File: config.mk
export PLATFORM = sky130hd
export DESIGN_NAME = imem_boot_loader_flat
export DESIGN_NICKNAME = d
export VERILOG_FILES = /design/src/rtl/imem_boot_loader_if.sv /design/src/rtl/imem_boot_loader.sv /design/src/flat_wrapper.sv
export SDC_FILE = /design/constraint.sdc
export NUM_CORES = 1
export LEC_CHECK = 0
export ABC_AREA = 1
export CORE_MARGIN = 8
export CORE_UTILIZATION = 30
export CTS_BUF_LIST = sky130_fd_sc_hd__clkbuf_8
export CTS_CLUSTER_SIZE = 24
export DETAILED_ROUTE_END_ITERATION = 8
export PLACE_DENSITY = 0.87
export SLEW_MARGIN = 20
export SYNTH_ARGS = -nofsm -noshare
export SYNTH_HDL_FRONTEND = slang
export SYNTH_SLANG_ARGS = --single-unit
File: constraint.sdc
create_clock -name clk -period 2.2 [get_ports clk]
set_input_delay 0.44 -clock clk [delete_from_list [all_inputs] [get_ports clk]]
set_output_delay 0.44 -clock clk [all_outputs]
set_load 0.005 [all_outputs]
File: src/rtl/imem_boot_loader_if.sv
// Loader, CPU fetch and memory-port signals of the instruction-memory boot loader.
//   ld_valid/ld_data/ld_last/ld_ready : program-word loader handshake
//   cpu_addr/cpu_instr/cpu_stall      : CPU fetch path and stall indication
//   mem_addr/mem_wdata/mem_we/mem_rdata : single-port instruction memory
// The "slave" modport is the boot loader's view; "master" is the environment's.
interface imem_boot_loader_if #(
    parameter int ADDR_W = 8
);
    logic              ld_valid;
    logic [31:0]       ld_data;
    logic              ld_last;
    logic              ld_ready;
    logic [31:0]       cpu_addr;
    logic [31:0]       cpu_instr;
    logic              cpu_stall;
    logic [ADDR_W-1:0] mem_addr;
    logic [31:0]       mem_wdata;
    logic              mem_we;
    logic [31:0]       mem_rdata;

    modport master (
        output ld_valid, ld_data, ld_last, cpu_addr, mem_rdata,
        input  ld_ready, cpu_instr, cpu_stall, mem_addr, mem_wdata, mem_we
    );

    modport slave (
        input  ld_valid, ld_data, ld_last, cpu_addr, mem_rdata,
        output ld_ready, cpu_instr, cpu_stall, mem_addr, mem_wdata, mem_we
    );
endinterface

File: src/rtl/imem_boot_loader.sv
// Instruction-memory boot loader for the single-cycle MIPS core.
// Holds the CPU stalled while a program is streamed in over the loader port,
// zero-fills the rest of the memory, then hands the memory port to the PC.
//
// Ports:
//   clk, reset      : clock, synchronous active-high reset
//   reload          : restart loading (honoured only in RUN)
//   bus (slave)     : loader handshake, CPU fetch path, memory port
//   load_done       : high while in RUN
//   words_loaded    : number of loader words accepted
//   load_err        : sticky, memory filled without seeing ld_last
//   misalign        : (only with IMEM_ALIGN_CHECK_EN) sticky misaligned fetch
//
// Build option: define IMEM_ALIGN_CHECK_EN to add misaligned-fetch detection.
//
// state | meaning
// BOOT  | accepting program words, CPU stalled
// CLEAR | zero-filling words after the last loaded one, CPU stalled
// RUN   | memory port follows cpu_addr, CPU running
module imem_boot_loader #(
    parameter int          ADDR_W   = 8,
    parameter int          DEPTH    = 256,
    parameter logic [31:0] NOP_WORD = 32'h0000_0000
) (
    input  logic              clk,
    input  logic              reset,
    input  logic              reload,
    imem_boot_loader_if.slave bus,
    output logic              load_done,
    output logic [ADDR_W:0]   words_loaded,
    output logic              load_err
`ifdef IMEM_ALIGN_CHECK_EN
    ,
    output logic              misalign
`endif
);

    typedef enum logic [1:0] {
        BOOT  = 2'd0,
        CLEAR = 2'd1,
        RUN   = 2'd2
    } state_t;

    localparam logic [ADDR_W-1:0] LAST_IDX = ADDR_W'(DEPTH - 1);

    state_t            state, state_nx;
    logic [ADDR_W-1:0] wr_ptr, wr_ptr_nx;
    logic [ADDR_W:0]   words_nx;
    logic              err_nx;
`ifdef IMEM_ALIGN_CHECK_EN
    logic              mis_nx;
`endif

    always_ff @(posedge clk) begin
        if (reset) begin
            state        <= BOOT;
            wr_ptr       <= '0;
            words_loaded <= '0;
            load_err     <= 1'b0;
`ifdef IMEM_ALIGN_CHECK_EN
            misalign     <= 1'b0;
`endif
        end else begin
            state        <= state_nx;
            wr_ptr       <= wr_ptr_nx;
            words_loaded <= words_nx;
            load_err     <= err_nx;
`ifdef IMEM_ALIGN_CHECK_EN
            misalign     <= mis_nx;
`endif
        end
    end

    always_comb begin
        state_nx      = state;
        wr_ptr_nx     = wr_ptr;
        words_nx      = words_loaded;
        err_nx        = load_err;
`ifdef IMEM_ALIGN_CHECK_EN
        mis_nx        = misalign;
`endif
        bus.ld_ready  = 1'b0;
        bus.mem_we    = 1'b0;
        bus.mem_wdata = 32'h0000_0000;
        bus.mem_addr  = wr_ptr;
        bus.cpu_stall = 1'b1;
        bus.cpu_instr = NOP_WORD;
        load_done     = 1'b0;

        unique case (state)
            BOOT: begin
                // ld_ready is constant here, so ld_valid alone marks a transfer.
                bus.ld_ready  = 1'b1;
                bus.mem_wdata = bus.ld_data;
                bus.mem_we    = bus.ld_valid;
                if (bus.ld_valid) begin
                    wr_ptr_nx = wr_ptr + 1'b1;
                    words_nx  = words_loaded + 1'b1;
                    if (wr_ptr == LAST_IDX) begin
                        // Memory is full: nothing left to clear.
                        state_nx = RUN;
                        if (!bus.ld_last) begin
                            err_nx = 1'b1;
                        end
                    end else if (bus.ld_last) begin
                        state_nx = CLEAR;
                    end
                end
            end
            CLEAR: begin
                bus.mem_we = 1'b1;
                wr_ptr_nx  = wr_ptr + 1'b1;
                if (wr_ptr == LAST_IDX) begin
                    state_nx = RUN;
                end
            end
            RUN: begin
                bus.cpu_stall = 1'b0;
                load_done     = 1'b1;
                // Byte address to word index; upper bits drop so fetches wrap.
                bus.mem_addr  = bus.cpu_addr[ADDR_W+1:2];
                bus.cpu_instr = bus.mem_rdata;
`ifdef IMEM_ALIGN_CHECK_EN
                if (bus.cpu_addr[1:0] != 2'b00) begin
                    bus.cpu_instr = NOP_WORD;
                    mis_nx        = 1'b1;
                end
`endif
                if (reload) begin
                    state_nx  = BOOT;
                    wr_ptr_nx = '0;
                    words_nx  = '0;
                    err_nx    = 1'b0;
`ifdef IMEM_ALIGN_CHECK_EN
                    mis_nx    = 1'b0;
`endif
                end
            end
            default: begin
                state_nx = BOOT;
            end
        endcase
    end

endmodule

File: src/flat_wrapper.sv
// flat-port wrapper written by rule: the top's interface ports become plain ports
module imem_boot_loader_flat 
#(
    parameter int          ADDR_W   = 8,
    parameter int          DEPTH    = 256,
    parameter logic [31:0] NOP_WORD = 32'h0000_0000
)
  (clk, reset, reload, load_done, words_loaded, load_err, bus_ld_valid, bus_ld_data, bus_ld_last, bus_cpu_addr, bus_mem_rdata, bus_ld_ready, bus_cpu_instr, bus_cpu_stall, bus_mem_addr, bus_mem_wdata, bus_mem_we);
  imem_boot_loader_if #(.ADDR_W(ADDR_W)) bus_i ();
  input  logic clk;
  input  logic reset;
  input  logic reload;
  output logic load_done;
  output logic [ADDR_W:0] words_loaded;
  output logic load_err;
  input wire logic [$bits(bus_i.ld_valid)-1:0] bus_ld_valid;
  input wire logic [$bits(bus_i.ld_data)-1:0] bus_ld_data;
  input wire logic [$bits(bus_i.ld_last)-1:0] bus_ld_last;
  input wire logic [$bits(bus_i.cpu_addr)-1:0] bus_cpu_addr;
  input wire logic [$bits(bus_i.mem_rdata)-1:0] bus_mem_rdata;
  output wire logic [$bits(bus_i.ld_ready)-1:0] bus_ld_ready;
  output wire logic [$bits(bus_i.cpu_instr)-1:0] bus_cpu_instr;
  output wire logic [$bits(bus_i.cpu_stall)-1:0] bus_cpu_stall;
  output wire logic [$bits(bus_i.mem_addr)-1:0] bus_mem_addr;
  output wire logic [$bits(bus_i.mem_wdata)-1:0] bus_mem_wdata;
  output wire logic [$bits(bus_i.mem_we)-1:0] bus_mem_we;
  assign bus_i.ld_valid = bus_ld_valid;
  assign bus_i.ld_data = bus_ld_data;
  assign bus_i.ld_last = bus_ld_last;
  assign bus_i.cpu_addr = bus_cpu_addr;
  assign bus_i.mem_rdata = bus_mem_rdata;
  assign bus_ld_ready = bus_i.ld_ready;
  assign bus_cpu_instr = bus_i.cpu_instr;
  assign bus_cpu_stall = bus_i.cpu_stall;
  assign bus_mem_addr = bus_i.mem_addr;
  assign bus_mem_wdata = bus_i.mem_wdata;
  assign bus_mem_we = bus_i.mem_we;
  imem_boot_loader #(.ADDR_W(ADDR_W), .DEPTH(DEPTH), .NOP_WORD(NOP_WORD)) u_core (.clk(clk), .reset(reset), .reload(reload), .bus(bus_i), .load_done(load_done), .words_loaded(words_loaded), .load_err(load_err));
endmodule
==> metrics, run 1 <==
Slew headroom=0.8245; CTS tree=done; crit start category=input port; sequential share of the synthesized area=0.2435; IO Count=187; power per standard cell area=320.6 mW/mm^2; Hold Crit Start=u_core.load_err; Area growth syn-to-layout=111.0%; Post-CTS Setup Inserts=0; final number of setup-violating endpoints=0; status=finished clean; Syn Area/Cell=5.426 sq um; # DRC=0; TritonCTS Buffers=3; Iteration-0 DRC Markers=91; first drt pass iteration count=4; Die X=90.03 microns; DR vias=2298; dpl ws=0.1268 ns; Die Y-Extent=90.03 microns; post-DP HPWL=5.822 mm; post-synth top area cell=dfxtp_1; Fin Clk Skew=0.006191 ns; Hold Crit Depth=2; RSZ-0062 raised after global routing=no; number of synthesized flops with an enable pin=0; vias per cell=4.271; IO Port Bufs=162; Post-synth ARST share=0; main flop type after synthesis=dfxtp_1; crit path capture type=primary output; Tightest Hold Check Type=register to register; synth cell count leaders=90 x nor2_1, 80 x inv_1, 42 x nand2_1; final hold vios=0; post-route minimum period=2.094 ns; worst setup path class=input port to primary output; Fmax=0.4777 GHz; CORE AREA=0.005405 sq mm; Synth top area share=0.2435; Cell Rows=27; Synth Net Count=406; top post-synthesis cells by area=dfxtp_1 24%, nor2_1 21%, inv_1 18%, nand2_1 9.6%, a21oi_1 3.7%; first-pass GRT wire length=10.94 mm; flops & latches, synth=20; CP required=1.76 ns; ratio of final minimum period to clock period=0.9516; setup_tns=0 ns; GR Overflow Total=0; top fanout value on the critical path=2; Initial Util=0.3042; Netlist cell types=26; R2R Path End=u_core.load_err; Pins Over Slew Limit=0; Crit Reg-Reg Startpoint=u_core.wr_ptr[1]; hold-fix buffers at CTS=0; Bufs on Longest Clock Path=2; Syn Inst Count=303; WL final=6.986 mm; vias in the first global route=2165; Worst-Margin Slew=0.2622 ns; RePlAce Congestion=0.8660; fin nets=570; Root Driver=clkbuf_8; die area=0.008105 sq mm; Hold WS=0.5118 ns; Total Power=0.001112 W; Leak Pwr=1.679 nW; Clk Latency, worst-skew pair=0.26 ns; all-layer global routing usage=0.1605; r2r worst-path depth=7; top-count cell post-synth=nor2_1; Post-DRT Antenna Nets=0; diodes inserted=0; largest net degree at the start of global routing=37; share of cells above drive strength 1=0.06867; clock slew at reported path FFs=0.07 ns; H-tree levels=1; WHS Endpoint=u_core.load_err; CP arrival=1.65 ns; slack of the worst reg-to-reg path=0.70 ns; initial antenna violation count=0; Cell Area, Synth=0.001644 sq mm; Synth Warn #=0; VDD IR max=0.2853 mV; Max Cap Violations=0; Setup WS post-layout=0.1065 ns; routed len/inst=12.99 microns; clock sinks=20
==> final cells by class <==
class / count / area [sq um]
Fill cell: 454 / 1936
Timing Repair Buffer: 167 / 1710
Multi-Input combinational cell: 190 / 883.3
Sequential cell: 20 / 402.9
Inverter: 85 / 327.8
Tap cell: 72 / 90.09
Clock buffer: 4 / 55.05
==> kinds of logic after synthesis <==
family / count (synthesis) / synth area share
flops: 20 / 0.2435
xor+xnor: 1 / 0.005328
buf+inv: 93 / 0.2253
compound gates: 28 / 0.1020
simple gates: 159 / 0.4087
fa+ha+maj: 2 / 0.01522
==> how the worst max path moves through the flow <==
| stage | start | end | slack [ns] | cells past startpoint |
|---|---|---|---|---|
| after floorplan | u_core.state[0] | bus_cpu_instr[22] | 0.76 | 5 |
| after global placement | bus_ld_valid | bus_mem_we | 0.13 | 4 |
| after detailed placement | bus_ld_valid | bus_mem_we | 0.13 | 4 |
| after CTS | u_core.state[0] | bus_cpu_instr[8] | 0.02 | 5 |
| after global routing | u_core.state[1] | bus_mem_wdata[18] | 0.03 | 5 |
| final | bus_ld_valid | bus_mem_we | 0.11 | 4 |
==> state kept, by name (all words and copies together), names as in the netlist <==
signal               count
u_core.wr_ptr            8
u_core.load_err          1
u_core.state             2
u_core.words_loaded      9
==> critical path, stage by stage <==
cell and delay (ns):
clkdlybuf4s50_1 0.53, o21ai_2 0.08, inv_1 0.07, clkdlybuf4s50_1 0.53
==> routing by layer <==
layer,up-vias,routed length (microns),track usage,share of wire
met5,-,0,0,0
met4,0,86,0.03883,0.012
met3,6,578,0.05569,0.083
met2,98,3529,0.2951,0.51
met1,990,2792,0.1699,0.40
li1,1204,-,-,-
==> placed cells by master (no fill, tap or decap), drive strengths merged <==
cell type and count:
a211oi 1, a21oi 13, a22oi 1, buf 4
clkbuf 5, clkdlybuf4s50 157, clkinv 1, dfxtp 20
dlygate4sd2 1, dlymetal6s2s 4, ha 2, inv 84
nand2 49, nand3 10, nand4 4, nor2 91
nor3 2, nor3b 2, o211ai 1, o21ai 12
or2 1, xor2 1
==> per-stage QoR <==
stage / instance area (sq um) / cells / util
after global routing: 3470 / 538 / 0.6419
after global placement: 3361 / 533 / 0.6218
after floorplan: 1644 / 303 / -
after detailed placement: 3361 / 533 / 0.6218
final: 3470 / 538 / 0.6419
after CTS: 3423 / 537 / 0.6333
==> repair_timing <==
| action | in CTS | in global routing |
|---|---|---|
| gates cloned | 0 | 1 |
| endpoints found under the setup margin | 13 | 16 |
| resized for setup | 5 | 8 |
==> power breakdown <==
| part | switching [W] | total (W) | leakage [nW] | internal, W |
|---|---|---|---|---|
| registers | 0.0000120 | 0.000385 | 0.163 | 0.000373 |
| logic | 0.000161 | 0.000441 | 1.49 | 0.000280 |
| clock network | 0.000126 | 0.000286 | 0.0288 | 0.000160 |
| total | 0.000299 | 0.00111 | 1.68 | 0.000813 |
Note: power is estimated with default switching activity, not from simulation.
==> run 2, diff against run 1 <==
--- a/config.mk
+++ b/config.mk
@@ -5,13 +5,12 @@
 export SDC_FILE = /design/constraint.sdc
 export NUM_CORES = 1
 export LEC_CHECK = 0
-export ABC_AREA = 1
 export CORE_MARGIN = 8
 export CORE_UTILIZATION = 30
 export CTS_BUF_LIST = sky130_fd_sc_hd__clkbuf_8
 export CTS_CLUSTER_SIZE = 24
 export DETAILED_ROUTE_END_ITERATION = 8
-export PLACE_DENSITY = 0.87
+export PLACE_DENSITY = 0.89
 export SLEW_MARGIN = 20
 export SYNTH_ARGS = -nofsm -noshare
 export SYNTH_HDL_FRONTEND = slang
==> run 2 against run 1 <==
Net effect:
- register-to-register slack worse by 0.25 ns
- critical path depth unchanged
- first-iteration DRC count grew 41%
- total power is 12% lower
- cell area increased by 0.36%
- combinational power fell by 20%
- die area decreased by 2.8%
- via count shrank 10%
- non-clock buffer count increased by 7
- clock skew increased by 0.0015 ns
- utilization increased by 4.0 points
- cell count decreased by 19%
- largest cell class unchanged
==> metrics, run 2 <==
flops & latches, synth=20 (unchanged); Synth Area in Adders=0.01576 (+0.0005397); post-synth top area cell=and2_1; Tightest Hold Check Type=register to register; Gate power share=0.360 (-0.037); GR Overflow Total=0 (unchanged); Net Sw Frac=0.2400 (-0.02919); Synth top area share=0.2522 (+0.008636); WL final=7.104 mm (+1.7%); Compound-Gate Fraction of Synth Area=0.1355 (+0.03356); CORE AREA=0.005107 sq mm (-5.5%); diodes inserted=0 (unchanged); status=finished clean; RSZ-0062 raised after global routing=yes; clock slew at reported path FFs=0.08 ns (about the same); clock sinks=20 (unchanged); Syn Inst Count=204 (-33%); Crit Reg-Reg Startpoint=u_core.state[1]; IO Port Bufs=162 (unchanged); Root Driver=clkbuf_8; fin nets=470 (-18%); Post-CTS Setup Inserts=0 (unchanged); RePlAce Congestion=0.7419 (-14%); Cell Area, Synth=0.001588 sq mm (-3.4%); number of flip-flops in the largest register=9 (unchanged); Worst-Margin Slew=0.9281 ns (+0.6658 ns); crit path capture type=primary output; crit start category=register; first-pass GRT wire length=10.78 mm (-1.4%); WHS Endpoint=u_core.load_err; Reg power frac=0.391 (+0.045); Synth Area in Simple Gates=0.4444 (+0.03577); CTS tree=done; worst path cell trace=nor2b_4 > bufbuf_16 > and2_1 > clkdlybuf4s50_1; TritonCTS Buffers=3 (unchanged); Biggest register=u_core.words_loaded; Switching Power=0.0002344 W (-22%); power per standard cell area=280.5 mW/mm^2 (-12%); all-layer global routing usage=0.1714 (+0.01090); Max Cap Violations=0 (unchanged); Fin Clk Skew=0.007673 ns (+0.001483 ns); Netlist cell types=38 (+46%); largest family of logic cells by synthesized area=simple AND/OR/NAND/NOR gates; post-route minimum period=2.178 ns (+0.08421 ns); vias per cell=4.747 (+11%); R2R Path End=u_core.words_loaded[8]; CP required=1.76 ns (about the same); VDD IR max=0.1748 mV (-39%); Hold Crit Start=u_core.load_err; Placed Area=0.003329 sq mm (-0.93%); Clock Power Share=0.249 (-0.008); most common cell after layout, fill and taps aside=clkdlybuf4s50_1; Syn Area/Cell=7.783 sq um (+43%); slack of the worst reg-to-reg path=0.45 ns (-0.25 ns); ratio of final minimum period to clock period=0.9899 (+0.03828); synth cell count leaders=64 x and2_1, 20 x dfxtp_1, 13 x a21oi_1; Pins Over Slew Limit=0 (unchanged); final hold vios=0 (unchanged); main flop type after synthesis=dfxtp_1; Leak Pwr=1.496 nW (-11%); DR vias=2065 (-10%); P_int=0.0007425 W (-8.7%); Synth Net Count=307 (-24%); most frequent cells in the layout=147 x clkdlybuf4s50_1, 64 x and2_1, 18 x dfxtp_1, 14 x dlymetal6s2s_1, 13 x a21oi_1; Synth Warn #=0 (unchanged); Cell Rows=26 (-3.7%); CP arrival=1.74 ns (+0.09 ns); xor and xnor area share after synthesis=0 (-0.005327); Die X=88.75 microns (-1.4%); top post-synthesis cells by area=and2_1 25%, dfxtp_1 25%, mux2_2 5.0%, mux2i_1 4.4%, a21oi_1 4.1%; Post-synth ARST share=0 (unchanged); share of cells above drive strength 1=0.07945 (+0.01078); r2r worst-path depth=4 (-3); post-synthesis mux area share=0.09377 (+0.09377); Hold Crit Depth=1 (-1); number of synthesized flops with an enable pin=0 (unchanged); Iteration-0 DRC Markers=128 (+41%); initial antenna violation count=0 (unchanged); Fmax=0.4592 GHz (-3.9%); Slew headroom=0.3636 (-0.4609); Largest regs=u_core.words_loaded: 9 flops, u_core.wr_ptr: 8 flops, u_core.state: 2 flops; largest net degree at the start of global routing=36 (-2.7%); cell area after layout=0.003482 sq mm (+0.36%); CP max-delay cell=clkdlybuf4s50_1; die area=0.007877 sq mm (-2.8%); final number of setup-violating endpoints=0 (unchanged); CP max stage delay=0.50 ns (-0.03 ns); Clk Latency, worst-skew pair=0.26 ns (about the same); Hold WS=0.4790 ns (-0.03283 ns); worst setup path class=register to primary output; post-DP HPWL=5.659 mm (-2.8%); Layout Utilization=0.6818 (+0.03988); Initial Util=0.3109 (+0.006710); Area growth syn-to-layout=119.3%; vias in the first global route=2162 (-0.14%); sequential share of the synthesized area=0.2522 (+0.008636); first drt pass iteration count=4 (unchanged); Post-DRT Antenna Nets=0 (unchanged); top-count cell post-synth=and2_1; Bufs on Longest Clock Path=2 (unchanged); # DRC=0 (unchanged); IO Count=187 (unchanged); Fillers=401 (-12%); Die Y-Extent=88.75 microns (-1.4%); top fanout value on the critical path=22 (+20); routed len/inst=16.33 microns (+26%); H-tree levels=1 (unchanged)
run 2: cell count changes after synthesis, moves of 4 or more:
cell / previous run / this run
nand2_2: 7 / 0
and2_1: 0 / 64
inv_2: 4 / 0
mux2_2: 0 / 7
inv_1: 80 / 6
o21ai_0: 1 / 5
nor2_1: 90 / 2
o21ai_1: 10 / 1
nand2_1: 42 / 9
clkbuf_1: 0 / 10
mux2i_1: 0 / 7
nand3b_1: 0 / 8
run 2: cell type report:
cell class	instances	area, sq um	share of cell area
Tap cell	70	87.58	0.02515
Clock buffer	3	41.29	0.01186
Sequential cell	20	405.4	0.1164
Multi-Input combinational cell	162	1105	0.3173
Inverter	6	22.52	0.006468
Timing Repair Buffer	174	1821	0.5228
run 2: worst max-delay path: cells and delay by family, from the launching register on:
family,cells,cell delay [ns]
buffers and inverters,2,0.81
DFF,1,0.37
and+or+nand+nor,2,0.30
run 2: kinds of logic (layout without fill, tap and decap cells):
kind of cell | Yosys count | after routing
muxes | 14 | 14
adders and majority gates | 2 | 2
DFF | 20 | 20
AOI/OAI and AO/OA | 33 | 33
and+or+nand+nor | 113 | 113
buffers and inverters | 22 | 183
run 2: repair_timing:
item,CTS,global route
hold endpoints to repair,0,0
hold buffers,0,0
cloned,2,0
setup endpoints to repair,19,61
resized for setup,5,16
pin swaps,0,1
run 2: through the flow:
| step | setup WS [ns] | total power (W) | TNS (ns) | std cells |
|---|---|---|---|---|
| after global placement | 0.04305 | 0.0007362 | 0 | 430 |
| after floorplan | 0.5383 | 0.0004782 | 0 | 204 |
| final | 0.02226 | 0.0009769 | 0 | 435 |
| after detailed placement | 0.04219 | 0.0007447 | 0 | 430 |
| after global routing | -0.04809 | 0.001027 | -0.8502 | 435 |
| after CTS | 0.0006530 | 0.0009828 | 0 | 435 |
run 2: per-layer routing:
metal / share of wire / vias to the layer above / wire length, microns / GRT usage
met5: 0 / - / 0 / 0
met4: 0.014 / 0 / 100 / 0.04916
met3: 0.10 / 6 / 731 / 0.06035
met2: 0.54 / 91 / 3851 / 0.3309
met1: 0.34 / 938 / 2420 / 0.1645
li1: - / 1030 / - / -
run 2: worst max path at each step:
stage | startpoint | endpoint | slack (ns)
finish | u_core.state[0] | bus_cpu_instr[3] | 0.02
global route | u_core.state[0] | bus_cpu_instr[14] | -0.05
CTS | u_core.state[1] | bus_mem_addr[7] | 0.0007
floorplan | u_core.state[1] | bus_mem_addr[3] | 0.54
global placement | bus_ld_valid | bus_mem_we | 0.04
detailed placement | bus_ld_valid | bus_mem_we | 0.04
run 2: power groups by stage:
stage | clock [W] | combinational, W | sequential [W]
floorplan | 0 | 0.0000912 | 0.000387
global placement | 0 | 0.000347 | 0.000389
detailed placement | 0 | 0.000355 | 0.000390
CTS | 0.000243 | 0.000357 | 0.000382
global route | 0.000260 | 0.000384 | 0.000383
finish | 0.000243 | 0.000352 | 0.000382
==> run 3, diff against run 2 <==
--- a/config.mk
+++ b/config.mk
@@ -5,6 +5,7 @@
 export SDC_FILE = /design/constraint.sdc
 export NUM_CORES = 1
 export LEC_CHECK = 0
+export CORE_ASPECT_RATIO = 0.6
 export CORE_MARGIN = 8
 export CORE_UTILIZATION = 30
 export CTS_BUF_LIST = sky130_fd_sc_hd__clkbuf_8
==> run 3 against run 2 <==
Net effect:
- the flow now finishes with violations (setup timing)
- clock-buffer cell count is 1 higher
- clock power is 21% higher
- total power is 6.2% higher
- cell count increased by 0.69%
- cell area is 3.8% higher
- clock skew is 0.0068 ns lower
- register-to-register slack about the same
- non-clock buffer count is 6 higher
- fmax is 1.6% lower
==> metrics, run 3 (synthesis results as in run 2) <==
status=finished with violations; failing checks=setup timing; Largest regs=u_core.words_loaded: 9 flops, u_core.wr_ptr: 8 flops, u_core.state: 2 flops; crit start category=register; RePlAce Congestion=0.8077 (+8.9%); first-pass GRT wire length=11.67 mm (+8.2%); WL final=8.291 mm (+17%); # DRC=0 (unchanged); Cell Rows=20 (-23%); post-DP HPWL=5.969 mm (+5.5%); all-layer global routing usage=0.1856 (+0.01423); Die Y-Extent=72.35 microns (-18%); top fanout value on the critical path=11 (-50%); first drt pass iteration count=4 (unchanged); CP required=1.76 ns (about the same); largest net degree at the start of global routing=36 (unchanged); Fillers=376 (-6.2%); VDD IR max=0.2125 mV (+22%); number of flip-flops in the largest register=9 (unchanged); Layout Utilization=0.7118 (+0.03005); power per standard cell area=287.0 mW/mm^2 (+2.3%); RSZ-0062 raised after global routing=yes; Biggest register=u_core.words_loaded; diodes inserted=0 (unchanged); Post-DRT Antenna Nets=0 (unchanged); crit path capture type=primary output; final hold vios=0 (unchanged); Root Driver=clkbuf_8; CP max-delay cell=clkdlybuf4s50_1; CP max stage delay=0.51 ns (about the same); Bufs on Longest Clock Path=2 (unchanged); initial antenna violation count=0 (unchanged); Die X=109.9 microns (+24%); Setup WS post-layout=-0.01316 ns (-0.03541 ns); dpl cells=426 (-0.93%); CTS tree=done; Hold WS=0.4763 ns (-0.002675 ns); Max Cap Violations=0 (unchanged); TritonCTS Buffers=3 (unchanged); final number of setup-violating endpoints=5 (+5); most common cell after layout, fill and taps aside=clkdlybuf4s50_1; Worst-Margin Slew=0.7992 ns (-0.1289 ns); clock sinks=20 (unchanged); most frequent cells in the layout=118 x clkdlybuf4s50_1, 64 x and2_1, 40 x dlymetal6s2s_1, 18 x dfxtp_1, 13 x a21oi_1; fin nets=476 (+1.3%); IO Count=187 (unchanged); Leak Pwr=1.923 nW (+29%); ratio of final minimum period to clock period=1.006 (+0.01610); Pins Over Slew Limit=0 (unchanged); hold-fix buffers at CTS=0 (unchanged); share of cells above drive strength 1=0.09677 (+0.01732); DR vias=2214 (+7.2%); vias in the first global route=2146 (-0.74%); fin cells=438 (+0.69%); vias per cell=5.055 (+6.5%); setup_tns=-0.02324 ns (-0.02324 ns); Initial Util=0.3126 (+0.001685); H-tree levels=1 (unchanged); Fmax=0.4518 GHz (-1.6%); CP arrival=1.77 ns (+0.03 ns); GR Overflow Total=0 (unchanged); Iteration-0 DRC Markers=153 (+20%); post-route minimum period=2.213 ns (+0.03541 ns); Clk Latency, worst-skew pair=0.27 ns (about the same); Fin Clk Skew=0.0009034 ns (-0.006770 ns); Area growth syn-to-layout=127.7%; Slew headroom=0.4520 (+0.08836); worst path cell trace=nor2b_4 > bufbuf_16 > and2_1 > clkdlybuf4s50_1; routed len/inst=18.93 microns (+16%); worst setup path class=register to primary output; CORE AREA=0.005080 sq mm (-0.54%); Tightest Hold Check Type=register to register; clock slew at reported path FFs=0.08 ns (about the same); die area=0.007953 sq mm (+0.97%); IO Port Bufs=162 (unchanged)
[run 3: final timing paths]
path              startpoint                      to  slack, ns  cells after the start
max          u_core.state[0]       bus_cpu_instr[26]      -0.01                      4
max reg2reg  u_core.state[1]  u_core.words_loaded[4]       0.45                      5
min reg2reg  u_core.load_err         u_core.load_err       0.48                      1
min          u_core.load_err         u_core.load_err       0.48                      1
[run 3: critical path, delay by kind of cell, from the launching register on]
family / cells / cell delay [ns]
buf+inv: 2 / 0.81
simple gates: 2 / 0.32
flops: 1 / 0.37
[run 3: area by class of cell]
| cell class | instances | area (sq um) | area share |
|---|---|---|---|
| clock buffer | 4 | 55.05 | 0.01522 |
| inverter | 6 | 22.52 | 0.006228 |
| multi-input combinational | 162 | 1110 | 0.3069 |
| sequential | 20 | 402.9 | 0.1114 |
| tap | 66 | 82.58 | 0.02284 |
| timing repair buffer | 180 | 1943 | 0.5374 |
[run 3: stage by stage]
stage                     total power (W)  worst slack [ns]  instance area (sq um)
after floorplan                 0.0004782            0.5383                   1588
after global placement          0.0007389           0.08500                   3324
after detailed placement        0.0007487           0.08515                   3324
after CTS                        0.001032          -0.01117                   3462
after global routing             0.001083          -0.05095                   3616
final                            0.001038          -0.01316                   3616
[run 3: layer usage]
| layer | wire (microns) | track usage |
|---|---|---|
| met1 | 2909 | 0.2073 |
| met2 | 4472 | 0.3296 |
| met3 | 822 | 0.06985 |
| met4 | 87 | 0.03274 |
| met5 | 0 | 0 |
[run 3: repair_timing]
item | in CTS | in global routing
endpoints found under the setup margin | 17 | 65
resized for setup | 6 | 45
cloned | 2 | 1
buffers inserted | 2 | 3
[run 3: where the power goes]
part | internal [W] | leakage (nW) | switching, W
clock | 0.000160 | 0.0288 | 0.000133
sequential | 0.000370 | 0.163 | 0.0000124
combinational | 0.000251 | 1.73 | 0.000111
total | 0.000782 | 1.92 | 0.000256
